**src/rtl/calc_sequencer_if.sv**
```systemverilog
// Bus bundle between the calc_sequencer and its environment: job command,
// operand stream, datapath drive/return and the result port.
interface calc_sequencer_if #(
   parameter int unsigned LEN_W = 8,
   parameter int unsigned ACC_W = 32
);
   // job command
   logic             cmd_valid;
   logic             cmd_ready;
   logic [LEN_W-1:0] cmd_len;
   // operand stream
   logic             op_valid;
   logic             op_ready;
   logic [127:0]     op_a;
   logic [127:0]     op_b;
   // datapath drive and return
   logic [127:0]     dp_a;
   logic [127:0]     dp_b;
   logic             dp_load;
   logic [24:0]      dp_result;
   // result port
   logic             res_valid;
   logic             res_ready;
   logic [ACC_W-1:0] res_data;
   logic [15:0]      res_cycles;

   // environment side: issues jobs, supplies operands, returns datapath sums
   modport master (
      output cmd_valid, cmd_len, op_valid, op_a, op_b, dp_result, res_ready,
      input  cmd_ready, op_ready, dp_a, dp_b, dp_load, res_valid, res_data, res_cycles
   );

   // sequencer side
   modport slave (
      input  cmd_valid, cmd_len, op_valid, op_a, op_b, dp_result, res_ready,
      output cmd_ready, op_ready, dp_a, dp_b, dp_load, res_valid, res_data, res_cycles
   );
endinterface

```
**src/rtl/calc_sequencer.sv**
```systemverilog
// Job sequencer for the nibble-sliced calculation datapath: streams N operand
// pairs into the datapath, tags each load through the datapath latency,
// accumulates the tagged 25-bit sums and returns total plus cycle count.
module calc_sequencer #(
   parameter int unsigned PIPE_LAT = 3,
   parameter int unsigned MAX_LEN  = 16,
   parameter int unsigned LEN_W    = 8,
   parameter int unsigned ACC_W    = 32
) (
   input logic              clk,
   input logic              rst,
   calc_sequencer_if.slave  bus
);

   localparam int unsigned      CNT_W     = $clog2(MAX_LEN + 1);
   localparam logic [LEN_W-1:0] MAX_LEN_L = LEN_W'(MAX_LEN);

   typedef enum logic [1:0] {IDLE, FEED, DRAIN, DONE} state_t;

   state_t             state, state_nx;
   logic [CNT_W-1:0]   len_q, issued, retired;
   logic [CNT_W-1:0]   len_clamp, retired_nx;
   logic [PIPE_LAT-1:0] tag, tag_shift;
   logic [PIPE_LAT:0]  tag_chain;
   logic               tag_out;
   logic [ACC_W-1:0]   acc, acc_nx;
   logic [15:0]        cyc_cnt, cyc_nx;
   logic               cmd_fire, op_fire, done_entry;

   assign cmd_fire  = (state == IDLE) && bus.cmd_valid;
   assign op_fire   = (state == FEED) && bus.op_valid;
   assign len_clamp = (bus.cmd_len > MAX_LEN_L) ? CNT_W'(MAX_LEN) : CNT_W'(bus.cmd_len);

   // The tag chain treats dp_load as stage 0; the oldest stage lines up with
   // the cycle in which the matching dp_result is valid.
   assign tag_chain  = {tag, bus.dp_load};
   assign tag_shift  = tag_chain[PIPE_LAT-1:0];
   assign tag_out    = tag[PIPE_LAT-1];
   assign acc_nx     = tag_out ? acc + ACC_W'(bus.dp_result) : acc;
   assign retired_nx = retired + CNT_W'(tag_out);
   assign cyc_nx     = (cyc_cnt == 16'hFFFF) ? cyc_cnt : cyc_cnt + 16'd1;
   assign done_entry = (state != DONE) && (state_nx == DONE);

   // State register
   always_ff @(posedge clk or posedge rst) begin
      if (rst) state <= IDLE;
      else     state <= state_nx;
   end

   // Next-state and handshake-ready decode
   always_comb begin
      state_nx      = state;
      bus.cmd_ready = 1'b0;
      bus.op_ready  = 1'b0;
      unique case (state)
         IDLE: begin
            bus.cmd_ready = 1'b1;
            if (bus.cmd_valid) state_nx = (len_clamp == '0) ? DONE : FEED;
         end
         FEED: begin
            bus.op_ready = 1'b1;
            if (bus.op_valid && (issued + CNT_W'(1) == len_q)) state_nx = DRAIN;
         end
         DRAIN: begin
            // DONE is entered on the same edge that retires the final sum,
            // so the last accumulation lands directly in res_data.
            if ((retired_nx == len_q) && (tag_shift == '0)) state_nx = DONE;
         end
         DONE: begin
            if (bus.res_ready) state_nx = IDLE;
         end
         default: state_nx = IDLE;
      endcase
   end

   // Job bookkeeping: length, issue/retire counts, tag chain, accumulator, cycle count
   always_ff @(posedge clk or posedge rst) begin
      if (rst) begin
         len_q   <= '0;
         issued  <= '0;
         retired <= '0;
         tag     <= '0;
         acc     <= '0;
         cyc_cnt <= '0;
      end else begin
         tag <= tag_shift;
         if (cmd_fire) begin
            len_q   <= len_clamp;
            issued  <= '0;
            retired <= '0;
            acc     <= '0;
            cyc_cnt <= '0;
         end else begin
            if (op_fire) issued <= issued + CNT_W'(1);
            retired <= retired_nx;
            acc     <= acc_nx;
            if ((state == FEED) || (state == DRAIN)) cyc_cnt <= cyc_nx;
         end
      end
   end

   // Registered operand drive into the datapath; operands hold through bubbles
   always_ff @(posedge clk or posedge rst) begin
      if (rst) begin
         bus.dp_a    <= '0;
         bus.dp_b    <= '0;
         bus.dp_load <= 1'b0;
      end else begin
         bus.dp_load <= op_fire;
         if (op_fire) begin
            bus.dp_a <= bus.op_a;
            bus.dp_b <= bus.op_b;
         end
      end
   end

   // Result capture on DONE entry, held until the result handshake
   always_ff @(posedge clk or posedge rst) begin
      if (rst) begin
         bus.res_valid  <= 1'b0;
         bus.res_data   <= '0;
         bus.res_cycles <= '0;
      end else if (done_entry) begin
         bus.res_valid  <= 1'b1;
         bus.res_data   <= (state == IDLE) ? '0 : acc_nx;
         bus.res_cycles <= (state == IDLE) ? '0 : cyc_nx;
      end else if ((state == DONE) && bus.res_ready) begin
         bus.res_valid  <= 1'b0;
      end
   end

endmodule

```
**src/flat_wrapper.sv**
```systemverilog
// flat-port wrapper written by rule: the top's interface ports become plain ports
module calc_sequencer_flat 
#(
   parameter int unsigned PIPE_LAT = 3,
   parameter int unsigned MAX_LEN  = 16,
   parameter int unsigned LEN_W    = 8,
   parameter int unsigned ACC_W    = 32
)
  (clk, rst, bus_cmd_valid, bus_cmd_len, bus_op_valid, bus_op_a, bus_op_b, bus_dp_result, bus_res_ready, bus_cmd_ready, bus_op_ready, bus_dp_a, bus_dp_b, bus_dp_load, bus_res_valid, bus_res_data, bus_res_cycles);
  calc_sequencer_if #(.LEN_W(LEN_W), .ACC_W(ACC_W)) bus_i ();
  input logic clk;
  input logic rst;
  input wire logic [$bits(bus_i.cmd_valid)-1:0] bus_cmd_valid;
  input wire logic [$bits(bus_i.cmd_len)-1:0] bus_cmd_len;
  input wire logic [$bits(bus_i.op_valid)-1:0] bus_op_valid;
  input wire logic [$bits(bus_i.op_a)-1:0] bus_op_a;
  input wire logic [$bits(bus_i.op_b)-1:0] bus_op_b;
  input wire logic [$bits(bus_i.dp_result)-1:0] bus_dp_result;
  input wire logic [$bits(bus_i.res_ready)-1:0] bus_res_ready;
  output wire logic [$bits(bus_i.cmd_ready)-1:0] bus_cmd_ready;
  output wire logic [$bits(bus_i.op_ready)-1:0] bus_op_ready;
  output wire logic [$bits(bus_i.dp_a)-1:0] bus_dp_a;
  output wire logic [$bits(bus_i.dp_b)-1:0] bus_dp_b;
  output wire logic [$bits(bus_i.dp_load)-1:0] bus_dp_load;
  output wire logic [$bits(bus_i.res_valid)-1:0] bus_res_valid;
  output wire logic [$bits(bus_i.res_data)-1:0] bus_res_data;
  output wire logic [$bits(bus_i.res_cycles)-1:0] bus_res_cycles;
  assign bus_i.cmd_valid = bus_cmd_valid;
  assign bus_i.cmd_len = bus_cmd_len;
  assign bus_i.op_valid = bus_op_valid;
  assign bus_i.op_a = bus_op_a;
  assign bus_i.op_b = bus_op_b;
  assign bus_i.dp_result = bus_dp_result;
  assign bus_i.res_ready = bus_res_ready;
  assign bus_cmd_ready = bus_i.cmd_ready;
  assign bus_op_ready = bus_i.op_ready;
  assign bus_dp_a = bus_i.dp_a;
  assign bus_dp_b = bus_i.dp_b;
  assign bus_dp_load = bus_i.dp_load;
  assign bus_res_valid = bus_i.res_valid;
  assign bus_res_data = bus_i.res_data;
  assign bus_res_cycles = bus_i.res_cycles;
  calc_sequencer #(.PIPE_LAT(PIPE_LAT), .MAX_LEN(MAX_LEN), .LEN_W(LEN_W), .ACC_W(ACC_W)) u_core (.clk(clk), .rst(rst), .bus(bus_i));
endmodule
```
**config.mk**
```make
export PLATFORM = sky130hd
export DESIGN_NAME = calc_sequencer_flat
export DESIGN_NICKNAME = d
export VERILOG_FILES = /design/src/rtl/calc_sequencer_if.sv /design/src/rtl/calc_sequencer.sv /design/src/flat_wrapper.sv
export SDC_FILE = /design/constraint.sdc
export NUM_CORES = 1
export LEC_CHECK = 0
export ABC_AREA = 0
export BUFFER_PORTS_ARGS = -buffer_cell sky130_fd_sc_hd__buf_2
export CAP_MARGIN = 40
export CORE_AREA = 2 2 236 238
export DETAILED_ROUTE_END_ITERATION = 10
export DIE_AREA = 0 0 238 240
export PLACE_DENSITY = 0.53
export SETUP_SLACK_MARGIN = 0.05
export SYNTH_ARGS = -nofsm -noshare
export SYNTH_HDL_FRONTEND = slang
export SYNTH_SLANG_ARGS = --single-unit
```
**constraint.sdc**
```tcl
create_clock -name clk -period 14.7 [get_ports clk]
set_clock_uncertainty 0.05 [all_clocks]
set_input_delay 1.47 -clock clk [delete_from_list [all_inputs] [get_ports clk]]
set_output_delay 1.47 -clock clk [all_outputs]
set_load 0.01 [all_outputs]
```
After elaboration in Yosys (flattened, before gate mapping)
Cells that the tools add are included.
{"block": "totals", "wordCells": 60, "inputBits": 294, "output_inout_bits": 308, "reg_bits": 374}
{"block": "classes", "n_lt_le_gt_ge": 1, "eq_ne": 8, "n_addsub": 4, "n_reduce_logical": 13, "muxes": 21}
{"op": "two-way mux 32 bit", "count": 3}
{"op": "two-way mux 16 bit", "count": 4}
{"op": "adder 32 x 25 -> 32 bit", "count": 1}
{"op": "two-way mux 5 bit", "count": 4}
{"op": "adder 16 x 1 -> 16 bit (second input constant)", "count": 1}
{"op": "equality test 16 bit (second input constant)", "count": 1}
{"op": "equality test 5 bit", "count": 2}
{"op": "two-way mux 2 bit", "count": 5}
{"op": "greater-than comparator 8 x 5 -> 1 bit (second input constant)", "count": 1}
{"op": "case mux 2 bit (4 select lines)", "count": 1}
{"op": "equality test 2 bit (second input constant)", "count": 3}
{"op": "logical AND 1 bit", "count": 6}
{"op": "nonzero test 2 bit", "count": 3}
{"op": "adder 5 x 1 -> 5 bit", "count": 1}
{"op": "adder 5 x 1 -> 5 bit (second input constant)", "count": 1}
{"op": "logical NOT 5 bit", "count": 1}
{"op": "two-way mux 1 bit", "count": 4}
{"op": "logical NOT 3 bit", "count": 1}
{"op": "equality test 2 x 1 -> 1 bit (second input constant)", "count": 1}
{"op": "logical NOT 2 bit", "count": 1}
{"op": "!= test 2 bit (second input constant)", "count": 1}
{"op": "logical OR 1 bit", "count": 1}

Longest topological paths before layout
{"block": "depth", "depth_word": 9, "ltp_mapped": 13, "ltp_nobuf": 10}

Worst setup path before layout
No wires, ideal clock.
{"block": "synth_path", "path_kind": "in2reg", "from": "input bus_dp_result[0]", "to": "register u_core.bus.res_data[16]", "cell_stages": 9, "n_path_buf": 0, "path_slack_ns": 11.017, "arrival_time_ns": 3.538, "setup_time_ns": 0.096, "path_cell_list": "ha_1 -> fa_1 -> a21o_1 -> a221oi_1 -> o2111ai_1 -> a41oi_1 -> xnor2_1 -> mux2i_1 -> o31ai_1"}
{"block": "synth_via", "elab_chain_cells": 3}
{"element": "from (decl)", "line": "flat_wrapper.sv:18", "source": "input wire logic [$bits(bus_i.dp_result)-1:0] bus_dp_result;"}
{"element": "adder 32 x 25 -> 32 bit", "line": "calc_sequencer.sv:39", "source": "assign acc_nx = tag_out ? acc + ACC_W'(bus.dp_result) : acc;"}
{"element": "two-way mux 32 bit", "line": "calc_sequencer.sv:39"}
{"element": "two-way mux 32 bit", "line": "calc_sequencer.sv:125", "source": "bus.res_data <= (state == IDLE) ? '0 : acc_nx;"}
{"element": "to (signal assigned)", "line": "calc_sequencer.sv:125"}
{"element": "to (decl)", "line": "calc_sequencer_if.sv:36", "source": "output cmd_ready, op_ready, dp_a, dp_b, dp_load, res_valid, res_data, res_cycles"}
Every way passes these cells.
A chain may end at the register's enable or synchronous reset.

Worst setup path after layout
{"block": "layout_path", "from": "register u_core.tag[2]", "to": "register u_core.bus.res_data[31]"}
{"block": "layout_via", "elab_chain_cells": 7, "word_cells_on_any_way": 9}
{"element": "from (decl)", "line": "calc_sequencer.sv:23", "source": "logic [PIPE_LAT-1:0] tag, tag_shift;"}
{"element": "from (signal assigned)", "line": "calc_sequencer.sv:86", "source": "tag <= tag_shift;"}
{"element": "adder 5 x 1 -> 5 bit", "line": "calc_sequencer.sv:40", "source": "assign retired_nx = retired + CNT_W'(tag_out);"}
{"element": "equality test 5 bit", "line": "calc_sequencer.sv:67", "source": "if ((retired_nx == len_q) && (tag_shift == '0)) state_nx = DONE;"}
{"element": "logical AND 1 bit", "line": "calc_sequencer.sv:67"}
{"element": "two-way mux 2 bit", "line": "calc_sequencer.sv:67"}
{"element": "case mux 2 bit (4 select lines)", "line": "calc_sequencer.sv:55", "source": "unique case (state)"}
{"element": "via u_core.state_nx[0]", "line": "calc_sequencer.sv:20", "source": "state_t state, state_nx;"}
{"element": "equality test 2 bit", "line": "calc_sequencer.sv:42", "source": "assign done_entry = (state != DONE) && (state_nx == DONE);"}
{"element": "logical AND 1 bit", "line": "calc_sequencer.sv:42"}
The timed path passes the listed nets, and every way through them passes these cells.

==> metrics <==
status=complete, no violations; CTS tree=yes; post-synth top area cell=dfrtp_1; Tightest Pin Transition=~0.93 ns; Post-DRT Antenna Nets=0; critical path launch point=u_core.tag[2]; max incr delay on CP=~0.56 ns; GRT Overall Usage=18.9%; Fillers=about 5,600; DR pass1 iterations=5; hold path start=u_core.tag[0]; Resized cells post-CTS=0; Seq/Total Area, Yosys=between 50% and 60%; vias in the first global route=14,000; pwr/cell area=about 100 nW/um^2; chip height=about 240 um; R2R depth=13; fraction of layout cells with a size suffix above 1=approximately 30%; Core Box Area=between 50,000 and 60,000 sq um; row count=86; Yosys warning count=0; f_max=between 200 and 300 MHz; Clock Latency Late Sink=roughly 0.55 ns; crit path DAT=4.24 ns; period utilisation layout=between 20% and 30%; final wirelength=between 50,000 and 60,000 um; Worst Hold Margin=0.325 ns; total cell area at the placement stage=roughly 20,000 sq um; Clock H-tree levels=2; worst-path cell chain=buf_4 -> ha_1 -> ha_1 -> nand3_1 -> xor2_1 -> xnor2_1 -> a211oi_2 -> o32a_2 -> nand3_2 -> buf_4 -> or2_1 -> buf_4 -> o21ai_0; commonest non-fill, non-tap cell in the layout=nand2_1; Cells after Synth=around 1,800; Setup TNS=0 ns; pre-CTS setup slack=about 10 ns; Seq cells post-synth=approximately 370; die area=~57,000 sq um; syn avg cell area=approximately 9.1 sq um; via count=around 14,000; syn_nets=between 2,000 and 2,500; Critical Path Stages=13; HPWL Detailed=around 42,000 um; Final Util=between 30% and 40%; relative slew slack=37.5%; kind of critical path=flop to flop; first-pass GRT wire length=83,400 um; Crit path top cell by count=buf_4; PortBufs=approximately 600; 1st-iter DRT viols=between 700 and 800; final hold vios=0; setup bufs post-CTS=0; hold path depth=0; count of cell types in the netlist=61; reg2reg start=u_core.tag[2]; largest net degree at the start of global routing=153; total gr overflow=0; GP Congestion=about 0.89; initial core utilization=29.4%; Total Power=around 2.2 mW; Worst EP required=about 15 ns; CP top delay family=buffers and inverters; Netlist Area Pre-Place=approximately 16,000 sq um; critical path peak fanout=70; Main synth FF type=dfrtp_1; HP Class=flop to flop; Longest Clk Path Bufs=3; Post-synth EDFFs=0; Area Growth Syn to Fin=32.6%; Chip Width=around 240 um; CTS sink cnt=~370; critical path capture point type=flop; Post-CTS Hold Buffers=0; max-cap violations=0; Final Cell Area=21,300 sq um; fraction of registers with async set/reset=100%; I/O pin total=approximately 600; top cells by area, synth=dfrtp_1 58%, nand2_1 20%, ha_1 2.6%, xor2_1 1.9%, clkbuf_1 1.8%; drt wl/cell=between 15 and 20 um; most frequent cells in the layout=848 x nand2_1, 601 x buf_2, 374 x dfrtp_1, 71 x nor2_1, 47 x clkbuf_16; fin. max-slew vios=0; CP startpoint kind=flop; multi-input combinational cell area=about 6300 sq um; FF/Latch Area=9360 sq um; P_leak=around 12 nW; Tmin final=about 3.9 ns; Buf/Inv on CP=3; area share of the largest cell type after synthesis=between 50 and 60%; Finish-stage setup viols=0; Non-Filler Instances=just over 3,000; Clock transition at path regs=around 0.050 ns; final net count=~2,700; RSZ-0062 raised after global routing=false; initial antenna violation count=24; Root Driver=clkbuf_16; CTS buffer count=45; Setup WS post-layout=roughly 11 ns; Avg Vias per Cell=around 4.6; Placed Cells=roughly 3,000; Max stage delay cell, worst path=buf_4; DRC=0; Worst IR Drop VDD=roughly 0.068 mV
-- power by group --
| group | internal [mW] | switching (mW) | leakage (nW) |
|---|---|---|---|
| registers | 1.03 | 0 | 5.12 |
| clock network | 0.636 | 0.429 | 0.677 |
| logic | 0.0374 | 0.0456 | 6.70 |
-- cells by family (layout without fill, tap and decap cells) --
kind of cell    after synthesis  in the layout  synth area share (%)
flops                       374            374                  58.2
fa+ha+maj                    34             34                  2.69
compound gates              156            156                  6.50
xor+xnor                     62             62                  3.38
simple gates               1005           1005                  24.7
other cells                   0              7                     0
buf+inv                     110            710                  2.76
mux                          28             28                  1.76
-- sequential cells by signal (all words and copies together) (netlist names) --
register and count:
u_core.tag 3, u_core.bus.res_valid 1, u_core.bus.dp_b 128, u_core.issued 5, u_core.retired 5, u_core.acc 32, u_core.bus.dp_a 128, u_core.bus.res_data 32
u_core.state 2, u_core.len_q 5, u_core.bus.dp_load 1, u_core.cyc_cnt 16, u_core.bus.res_cycles 16
-- area by class of cell --
class	instances	area share, %
clock inverter	5	0.282
multi-input combinational	1285	29.5
inverter	19	0.405
antenna	7	0.0822
clock buffer	66	6.23
tap	704	4.13
timing repair buffer	620	15.5
sequential	374	43.9
-- layer usage --
metal	vias to the layer above	track usage (%)	share of wire (%)
met2	467	32.8	50
met1	6844	22.9	40
met4	6	4.98	2.1
li1	6801	-	-
met3	95	5.76	7.8
met5	-	0	0.068
-- synth_stat cells (2+ instances only) --
cell type / n
clkbuf_1: 77
o21ai_2: 9
a211oi_1: 5
nor2b_1: 2
a31oi_1: 14
o21ai_1: 11
o31ai_1: 17
o2111ai_1: 3
nand3_1: 31
inv_1: 18
xnor2_1: 28
nand4_1: 10
xor2_1: 34
nor3_1: 2
a22o_1: 4
buf_1: 9
nand2b_1: 3
dfrtp_1: 374
a311oi_1: 2
nor4_1: 5
o211ai_1: 4
and2_1: 12
a21oi_1: 24
nor2_1: 71
buf_6: 4
o21bai_1: 4
mux2i_1: 26
nand2_1: 849
mux2_2: 2
and3_1: 8
ha_1: 33
a41o_1: 2
a221oi_1: 2
a21o_1: 13
a41oi_1: 3
o21ai_0: 29
-- path summary, 6_finish.rpt --
path                                            to  slack [ns]
hold reg to reg                      u_core.tag[1]        0.33
setup reg to reg           u_core.bus.res_data[31]       10.83
setup / recovery           u_core.bus.res_data[31]       10.83
max in group asynchronous      u_core.bus.dp_a[65]       11.96
hold / removal                       u_core.tag[1]        0.33
min in group asynchronous  u_core.bus.res_data[12]        0.95
-- worst reg2reg max path: stages (launching register included) --
cell and delay (ns):
dfrtp_1 0.32, buf_4 0.45, ha_1 0.28, ha_1 0.19, nand3_1 0.09, xor2_1 0.23, xnor2_1 0.17, a211oi_2 0.06
o32a_2 0.40, nand3_2 0.08, buf_4 0.56, or2_1 0.38, buf_4 0.35, o21ai_0 0.13
Note: power is estimated with default switching activity, not from simulation.
